$ cat src/rtl/multicycle_pkg.sv
// Shared definitions for the multi-cycle RV32I control sequencer.
//   state_t      : FSM state encoding, also visible on the State debug output
//   OP_*         : supported major opcodes
//   IMM_*        : ImmSrc immediate-format encodings
//   WB_*         : RUDataWrSrc writeback-source encodings
package multicycle_pkg;

  typedef enum logic [2:0] {
    ST_FETCH  = 3'd0,
    ST_DECODE = 3'd1,
    ST_EXEC   = 3'd2,
    ST_MEM    = 3'd3,
    ST_WB     = 3'd4,
    ST_FAULT  = 3'd7
  } state_t;

  localparam logic [6:0] OP_RTYPE  = 7'b0110011;
  localparam logic [6:0] OP_IALU   = 7'b0010011;
  localparam logic [6:0] OP_LOAD   = 7'b0000011;
  localparam logic [6:0] OP_STORE  = 7'b0100011;
  localparam logic [6:0] OP_BRANCH = 7'b1100011;
  localparam logic [6:0] OP_JAL    = 7'b1101111;
  localparam logic [6:0] OP_JALR   = 7'b1100111;
  localparam logic [6:0] OP_LUI    = 7'b0110111;
  localparam logic [6:0] OP_AUIPC  = 7'b0010111;

  localparam logic [2:0] IMM_I = 3'b000;
  localparam logic [2:0] IMM_S = 3'b001;
  localparam logic [2:0] IMM_U = 3'b010;
  localparam logic [2:0] IMM_B = 3'b101;
  localparam logic [2:0] IMM_J = 3'b110;

  localparam logic [1:0] WB_ALU = 2'b00;
  localparam logic [1:0] WB_MEM = 2'b01;
  localparam logic [1:0] WB_PC4 = 2'b10;

endpackage

$ cat src/rtl/mc_decoder.sv
// Combinational instruction-class and datapath-control decode.
//   opcode, funct3, funct7 : instruction-register fields
//   legal                  : opcode is one of the supported classes
//   is_load/is_store       : memory-access classes
//   is_branch/is_jump      : conditional branch / JAL or JALR
//   imm_src, alu_op        : immediate format and ALU operation for EXEC
//   alu_a_src, alu_b_src   : ALU operand selects (A: 0=rs1 1=PC, B: 0=rs2 1=imm)
module mc_decoder
  import multicycle_pkg::*;
(
  input  logic [6:0] opcode,
  input  logic [2:0] funct3,
  input  logic [6:0] funct7,
  output logic       legal,
  output logic       is_load,
  output logic       is_store,
  output logic       is_branch,
  output logic       is_jump,
  output logic [2:0] imm_src,
  output logic [3:0] alu_op,
  output logic       alu_a_src,
  output logic       alu_b_src
);

  // Only funct7[5] distinguishes ALU operations (add/sub, srl/sra).
  logic unused_funct7;
  assign unused_funct7 = ^{funct7[6], funct7[4:0]};

  always_comb begin
    legal     = 1'b1;
    is_load   = 1'b0;
    is_store  = 1'b0;
    is_branch = 1'b0;
    is_jump   = 1'b0;
    imm_src   = IMM_I;
    alu_op    = 4'b0000;
    alu_a_src = 1'b0;
    alu_b_src = 1'b1;
    case (opcode)
      OP_RTYPE: begin
        alu_b_src = 1'b0;
        alu_op    = {funct7[5], funct3};
      end
      OP_IALU:  alu_op = {1'b0, funct3};
      OP_LOAD:  is_load = 1'b1;
      OP_STORE: begin
        is_store = 1'b1;
        imm_src  = IMM_S;
      end
      // Branch target PC+imm is computed by the ALU; the compare is
      // done by the separate branch unit.
      OP_BRANCH: begin
        is_branch = 1'b1;
        imm_src   = IMM_B;
        alu_a_src = 1'b1;
      end
      OP_JAL: begin
        is_jump   = 1'b1;
        imm_src   = IMM_J;
        alu_a_src = 1'b1;
      end
      OP_JALR: is_jump = 1'b1;
      // LUI passes the U immediate through an add; the datapath is
      // expected to present zero on operand A for this opcode.
      OP_LUI:  imm_src = IMM_U;
      OP_AUIPC: begin
        imm_src   = IMM_U;
        alu_a_src = 1'b1;
      end
      default: begin
        legal     = 1'b0;
        alu_b_src = 1'b0;
      end
    endcase
  end

endmodule

$ cat src/rtl/multicycle_sequencer.sv
// Multi-cycle control FSM: FETCH -> DECODE -> EXEC -> [MEM] -> [WB].
//   clk, rst (async, active high)
//   OpCode/Funct3/Funct7 : IR fields, stable after the fetch completes
//   BrTaken              : branch-unit compare result
//   MemReady / MemReq    : memory handshake. MemReq is held high for the
//                          whole request; a cycle with MemReq=1 and
//                          MemReady=1 completes it. MemReady is ignored
//                          while MemReq=0.
//   MemAddrSrc, IRWr, PCWr, PCSrc, ImmSrc, ALUASrc, ALUBSrc, ALUOp,
//   DMWr, DMCtrl, RUDataWrSrc, RUWr, BrOp : datapath controls
//   Fault : sticky illegal-opcode / memory-timeout flag
//   State : current FSM state (debug)
module multicycle_sequencer
  import multicycle_pkg::*;
#(
  parameter int MEM_TIMEOUT = 16
) (
  input  logic       clk,
  input  logic       rst,
  input  logic [6:0] OpCode,
  input  logic [2:0] Funct3,
  input  logic [6:0] Funct7,
  input  logic       BrTaken,
  input  logic       MemReady,
  output logic       MemReq,
  output logic       MemAddrSrc,
  output logic       IRWr,
  output logic       PCWr,
  output logic       PCSrc,
  output logic [2:0] ImmSrc,
  output logic       ALUASrc,
  output logic       ALUBSrc,
  output logic [3:0] ALUOp,
  output logic       DMWr,
  output logic [2:0] DMCtrl,
  output logic [1:0] RUDataWrSrc,
  output logic       RUWr,
  output logic       BrOp,
  output logic       Fault,
  output logic [2:0] State
);

  localparam int CW = $clog2(MEM_TIMEOUT + 1);
  // The last permitted wait cycle: a miss here is the MEM_TIMEOUT-th wait.
  localparam logic [CW-1:0] LIMIT = CW'(MEM_TIMEOUT - 1);

  state_t        state, state_nxt;
  logic [CW-1:0] wait_cnt;
  logic          waiting;
  logic          limit_hit;

  logic       legal, is_load, is_store, is_branch, is_jump;
  logic [2:0] dec_imm_src;
  logic [3:0] dec_alu_op;
  logic       dec_a_src, dec_b_src;

  mc_decoder u_dec (
    .opcode    (OpCode),
    .funct3    (Funct3),
    .funct7    (Funct7),
    .legal     (legal),
    .is_load   (is_load),
    .is_store  (is_store),
    .is_branch (is_branch),
    .is_jump   (is_jump),
    .imm_src   (dec_imm_src),
    .alu_op    (dec_alu_op),
    .alu_a_src (dec_a_src),
    .alu_b_src (dec_b_src)
  );

  assign waiting   = ((state == ST_FETCH) || (state == ST_MEM)) && !MemReady;
  assign limit_hit = (wait_cnt == LIMIT);

  always_ff @(posedge clk or posedge rst) begin
    if (rst) begin
      state    <= ST_FETCH;
      wait_cnt <= '0;
    end else begin
      state <= state_nxt;
      // Any state change clears the counter, so FETCH and MEM start at 0.
      if (state_nxt != state)
        wait_cnt <= '0;
      else if (waiting)
        wait_cnt <= wait_cnt + 1'b1;
    end
  end

  always_comb begin
    state_nxt   = state;
    MemReq      = 1'b0;
    MemAddrSrc  = 1'b0;
    IRWr        = 1'b0;
    PCWr        = 1'b0;
    PCSrc       = 1'b0;
    ImmSrc      = IMM_I;
    ALUASrc     = 1'b0;
    ALUBSrc     = 1'b0;
    ALUOp       = 4'b0000;
    DMWr        = 1'b0;
    DMCtrl      = 3'b000;
    RUDataWrSrc = WB_ALU;
    RUWr        = 1'b0;
    BrOp        = 1'b0;
    // Outputs are held at zero for the whole reset window.
    if (!rst) begin
      case (state)
        ST_FETCH: begin
          MemReq = 1'b1;
          // MemReady wins over a simultaneous timeout.
          if (MemReady) begin
            IRWr      = 1'b1;
            state_nxt = ST_DECODE;
          end else if (limit_hit) begin
            state_nxt = ST_FAULT;
          end
        end
        ST_DECODE: state_nxt = legal ? ST_EXEC : ST_FAULT;
        ST_EXEC: begin
          ImmSrc  = dec_imm_src;
          ALUASrc = dec_a_src;
          ALUBSrc = dec_b_src;
          ALUOp   = dec_alu_op;
          if (is_load || is_store) begin
            DMCtrl    = Funct3;
            state_nxt = ST_MEM;
          end else if (is_branch) begin
            BrOp      = 1'b1;
            PCWr      = 1'b1;
            PCSrc     = BrTaken;
            state_nxt = ST_FETCH;
          end else begin
            state_nxt = ST_WB;
          end
        end
        ST_MEM: begin
          MemReq     = 1'b1;
          MemAddrSrc = 1'b1;
          DMWr       = is_store;
          DMCtrl     = Funct3;
          if (MemReady) begin
            if (is_store) begin
              PCWr      = 1'b1;
              state_nxt = ST_FETCH;
            end else begin
              state_nxt = ST_WB;
            end
          end else if (limit_hit) begin
            state_nxt = ST_FAULT;
          end
        end
        ST_WB: begin
          RUWr        = 1'b1;
          PCWr        = 1'b1;
          PCSrc       = is_jump;
          RUDataWrSrc = is_load ? WB_MEM : (is_jump ? WB_PC4 : WB_ALU);
          DMCtrl      = is_load ? Funct3 : 3'b000;
          state_nxt   = ST_FETCH;
        end
        ST_FAULT: state_nxt = ST_FAULT;
        // Unused encodings are treated as a fault.
        default:  state_nxt = ST_FAULT;
      endcase
    end
  end

  assign Fault = (state == ST_FAULT);
  assign State = state;

endmodule

$ cat config.mk
export PLATFORM = sky130hd
export DESIGN_NAME = multicycle_sequencer
export DESIGN_NICKNAME = d
export VERILOG_FILES = /design/src/rtl/multicycle_pkg.sv /design/src/rtl/mc_decoder.sv /design/src/rtl/multicycle_sequencer.sv
export SDC_FILE = /design/constraint.sdc
export NUM_CORES = 1
export LEC_CHECK = 0
export BUFFER_PORTS_ARGS = -buffer_cell sky130_fd_sc_hd__buf_2
export CAP_MARGIN = 20
export CORE_ASPECT_RATIO = 0.7
export CORE_MARGIN = 2
export CORE_UTILIZATION = 50
export DETAILED_ROUTE_END_ITERATION = 16
export GPL_TIMING_DRIVEN = 0
export HOLD_SLACK_MARGIN = 0.15
export PLACE_DENSITY = 0.86
export SLEW_MARGIN = 20
export SYNTH_ARGS = -nofsm -noshare
export SYNTH_HDL_FRONTEND = slang
export SYNTH_SLANG_ARGS = --single-unit
$ cat constraint.sdc
create_clock -name clk -period 6.1 [get_ports clk]
set_input_delay 0.61 -clock clk [delete_from_list [all_inputs] [get_ports clk]]
set_output_delay 0.61 -clock clk [all_outputs]
set_load 0.05 [all_outputs]
==> impl_metrics.json <==
{
  "startpoint_type": "flop",
  "status": "finished, final reports clean",
  "n_fill_cell": 160,
  "synthesis.area_um2": 1005,
  "cts_setup_buffers": 0,
  "drt_wl_total_mm": 2.883,
  "drt_iter0_markers": 78,
  "setup_viol": 0,
  "rsz0062_at_grt": "false",
  "r2r-start": "wait_cnt[0]",
  "slew_headroom": 0.6359,
  "drive_gt1_frac": 0.3314,
  "crit_required_ns": 5.49,
  "syn_nets": 157,
  "ys_seq_elements": 8,
  "crit_start": "State[1]",
  "worst_slew_pin_slew_ns": 0.5386,
  "final_util": 0.6656,
  "initial_utilization": 0.5371,
  "firstDrtPassIters": 5,
  "grtUsageTotal": 0.2441,
  "setup_tns_ns": 0,
  "final_common_cell": "buf_2",
  "end_kind": "primary output",
  "dieArea_um2": 2390,
  "post_cts_resize_count": 0,
  "clockBufferDepth": 2,
  "drv_slew": 0,
  "critPathMaxFanout": 10,
  "ant_nets": 0,
  "yosys.area_share.simple": 0.4247,
  "fp.dieH_um": 41.51,
  "criticalPathCategory": "flop to primary output",
  "io_pins": 47,
  "critPathSlowestCell": "nor4b_1",
  "place.gp.congestion": 0.8925,
  "cts.sinks": 8,
  "finalNetCount": 200,
  "critPathCapture": "ALUOp[3]",
  "fmaxAchievable_ghz": 0.3298,
  "min_period_ns": 3.032,
  "synthAdderAreaFrac": 0.03487,
  "layout_common_cells": "buf_2 (40), nor2_1 (14), nand2_1 (9)",
  "grt_start_max_net_pins": 16,
  "tritoncts": "done",
  "holdBufCountCts": 0,
  "io_buffers": 38,
  "avgSynthCellArea_um2": 7.498,
  "cp_data_arrival_time_ns": 2.42,
  "synthMuxAreaShare": 0.009963,
  "die_x_um": 57.58,
  "first_global_vias": 1083,
  "dp_hpwl_mm": 2.246,
  "synth-compound-area-share": 0.2192,
  "synth-xor-area-share": 0.03487,
  "wire_per_inst_um": 14.63,
  "setup.reg_to_reg.worst_slack_ns": 3.75,
  "cpPeakStageDelay_ns": 0.56,
  "drv_cap": 0,
  "crit_chain": "buf_2, nand2b_2, nor2_1, nand2_1, nor4b_1, and3_1, buf_2",
  "clockRootBuffer": "clkbuf_4",
  "syn-instance-count": 134,
  "htreeDepth": 1,
  "p_leak_nw": 0.6207,
  "yosysSeqAreaShare": 0.1993,
  "antenna_found_initial": 0,
  "ys_async_sr_fraction": 1.000,
  "clock_latency_ns": 0.25,
  "synth_top_family_by_area": "simple AND/OR/NAND/NOR gates",
  "synth_edf_count": 0,
  "power_density_nw_per_um2": 316.8,
  "fin_cells": 197,
  "irDropWorstVdd_mv": 0.3764,
  "synthFlopType": "dfrtp_1",
  "dp_cells": 194,
  "grt_pass1_wl_mm": 4.636,
  "fin_skew_ns": 0.004908,
  "clkTransAtPathRegs_ns": 0.05,
  "core_um2": 1871,
  "ff2ff_path_depth": 8,
  "syn2layout_area_growth_pct": 23.91,
  "gr-total-overflow": 0,
  "hold_viol": 0,
  "rows": 13,
  "cts_buffers": 3,
  "drc": 0,
  "vias_per_cell": 6.183,
  "holdCritPathClass": "input pin to asynchronous set/reset pin",
  "rr_endpoint": "wait_cnt[2]",
  "period_share": 0.4971,
  "antenna_cells": 0,
  "path_common_cell": "buf_2",
  "synth.distinct_cells": 50,
  "ys_warn_count": 0,
  "num_vias": 1218
}
## where the power goes
part	internal, W	switching, W	total, W
clock network	0.0000225	0.0000171	0.0000396
logic	0.0000835	0.000184	0.000268
registers	0.0000668	0.0000204	0.0000873
total	0.000173	0.000222	0.000394
## how the worst min path moves through the flow
stage / start / to
CTS: rst / State[0]
finish: rst / State[0]
global placement: wait_cnt[3] / wait_cnt[3]
floorplan: wait_cnt[3] / wait_cnt[3]
global route: rst / State[0]
detailed placement: wait_cnt[3] / wait_cnt[3]
## synth_stat cells, drive strengths merged, types with 3 or more instances
cell type,count,area (um2)
nand2b,4,27.53
nand2,9,33.78
a21oi,8,40.04
dfrtp,8,200.2
o21ai,3,15.01
inv,7,26.27
buf,6,47.54
and3,7,43.79
nor3,8,40.04
o21a,3,22.52
nor2,14,52.55
and2,8,50.05
nand3,8,40.04
## stage by stage
| stage | setup slack [ns] | area [um2] | hold WS, ns | total power [W] |
|---|---|---|---|---|
| floorplan | 2.737 | 1005 | 0.5168 | 0.0002868 |
| global route | 2.727 | 1245 | 0.4512 | 0.0004202 |
| finish | 3.068 | 1245 | 0.4381 | 0.0003944 |
| CTS | 3.029 | 1245 | 0.4320 | 0.0003924 |
| detailed placement | 3.281 | 1222 | 0.5566 | 0.0003486 |
| global placement | 3.348 | 1222 | 0.5406 | 0.0003371 |
## registers in the layout, indices dropped and copies added (netlist names)
| name | count |
|---|---|
| State | 3 |
| wait_cnt | 5 |
## routing by layer
layer,wire [um],track usage,vias up
li1,-,-,577
met1,1157,0.3301,541
met2,1290,0.3886,90
met3,389,0.05296,10
met4,45,0.07442,0
met5,0,0,-
## cell type report
| cell class | count | area (um2) | area share |
|---|---|---|---|
| plain buffers | 7 | 51.30 | 0.04121 |
| clock buffers | 3 | 22.52 | 0.01809 |
| inverters | 7 | 26.28 | 0.02111 |
| multi-input cells | 112 | 726.9 | 0.5839 |
| flip-flops and latches | 8 | 200.2 | 0.1608 |
| well taps | 22 | 27.53 | 0.02211 |
| repair buffers | 38 | 190.2 | 0.1528 |
## critical path: cells and delay by family, from the launching register on
family / cells / cell delay [ns]
DFF: 1 / 0.39
buffers and inverters: 2 / 0.48
and+or+nand+nor: 5 / 1.29
## kinds of logic after synthesis
logic type / Yosys count
flip-flops: 8
buffers and inverters: 14
adder cells (fa/ha/maj): 3
XOR/XNOR: 4
multiplexers: 1
AO/OA/AOI/OAI: 29
AND/OR/NAND/NOR: 75
Power figures use the tool's default switching activity.
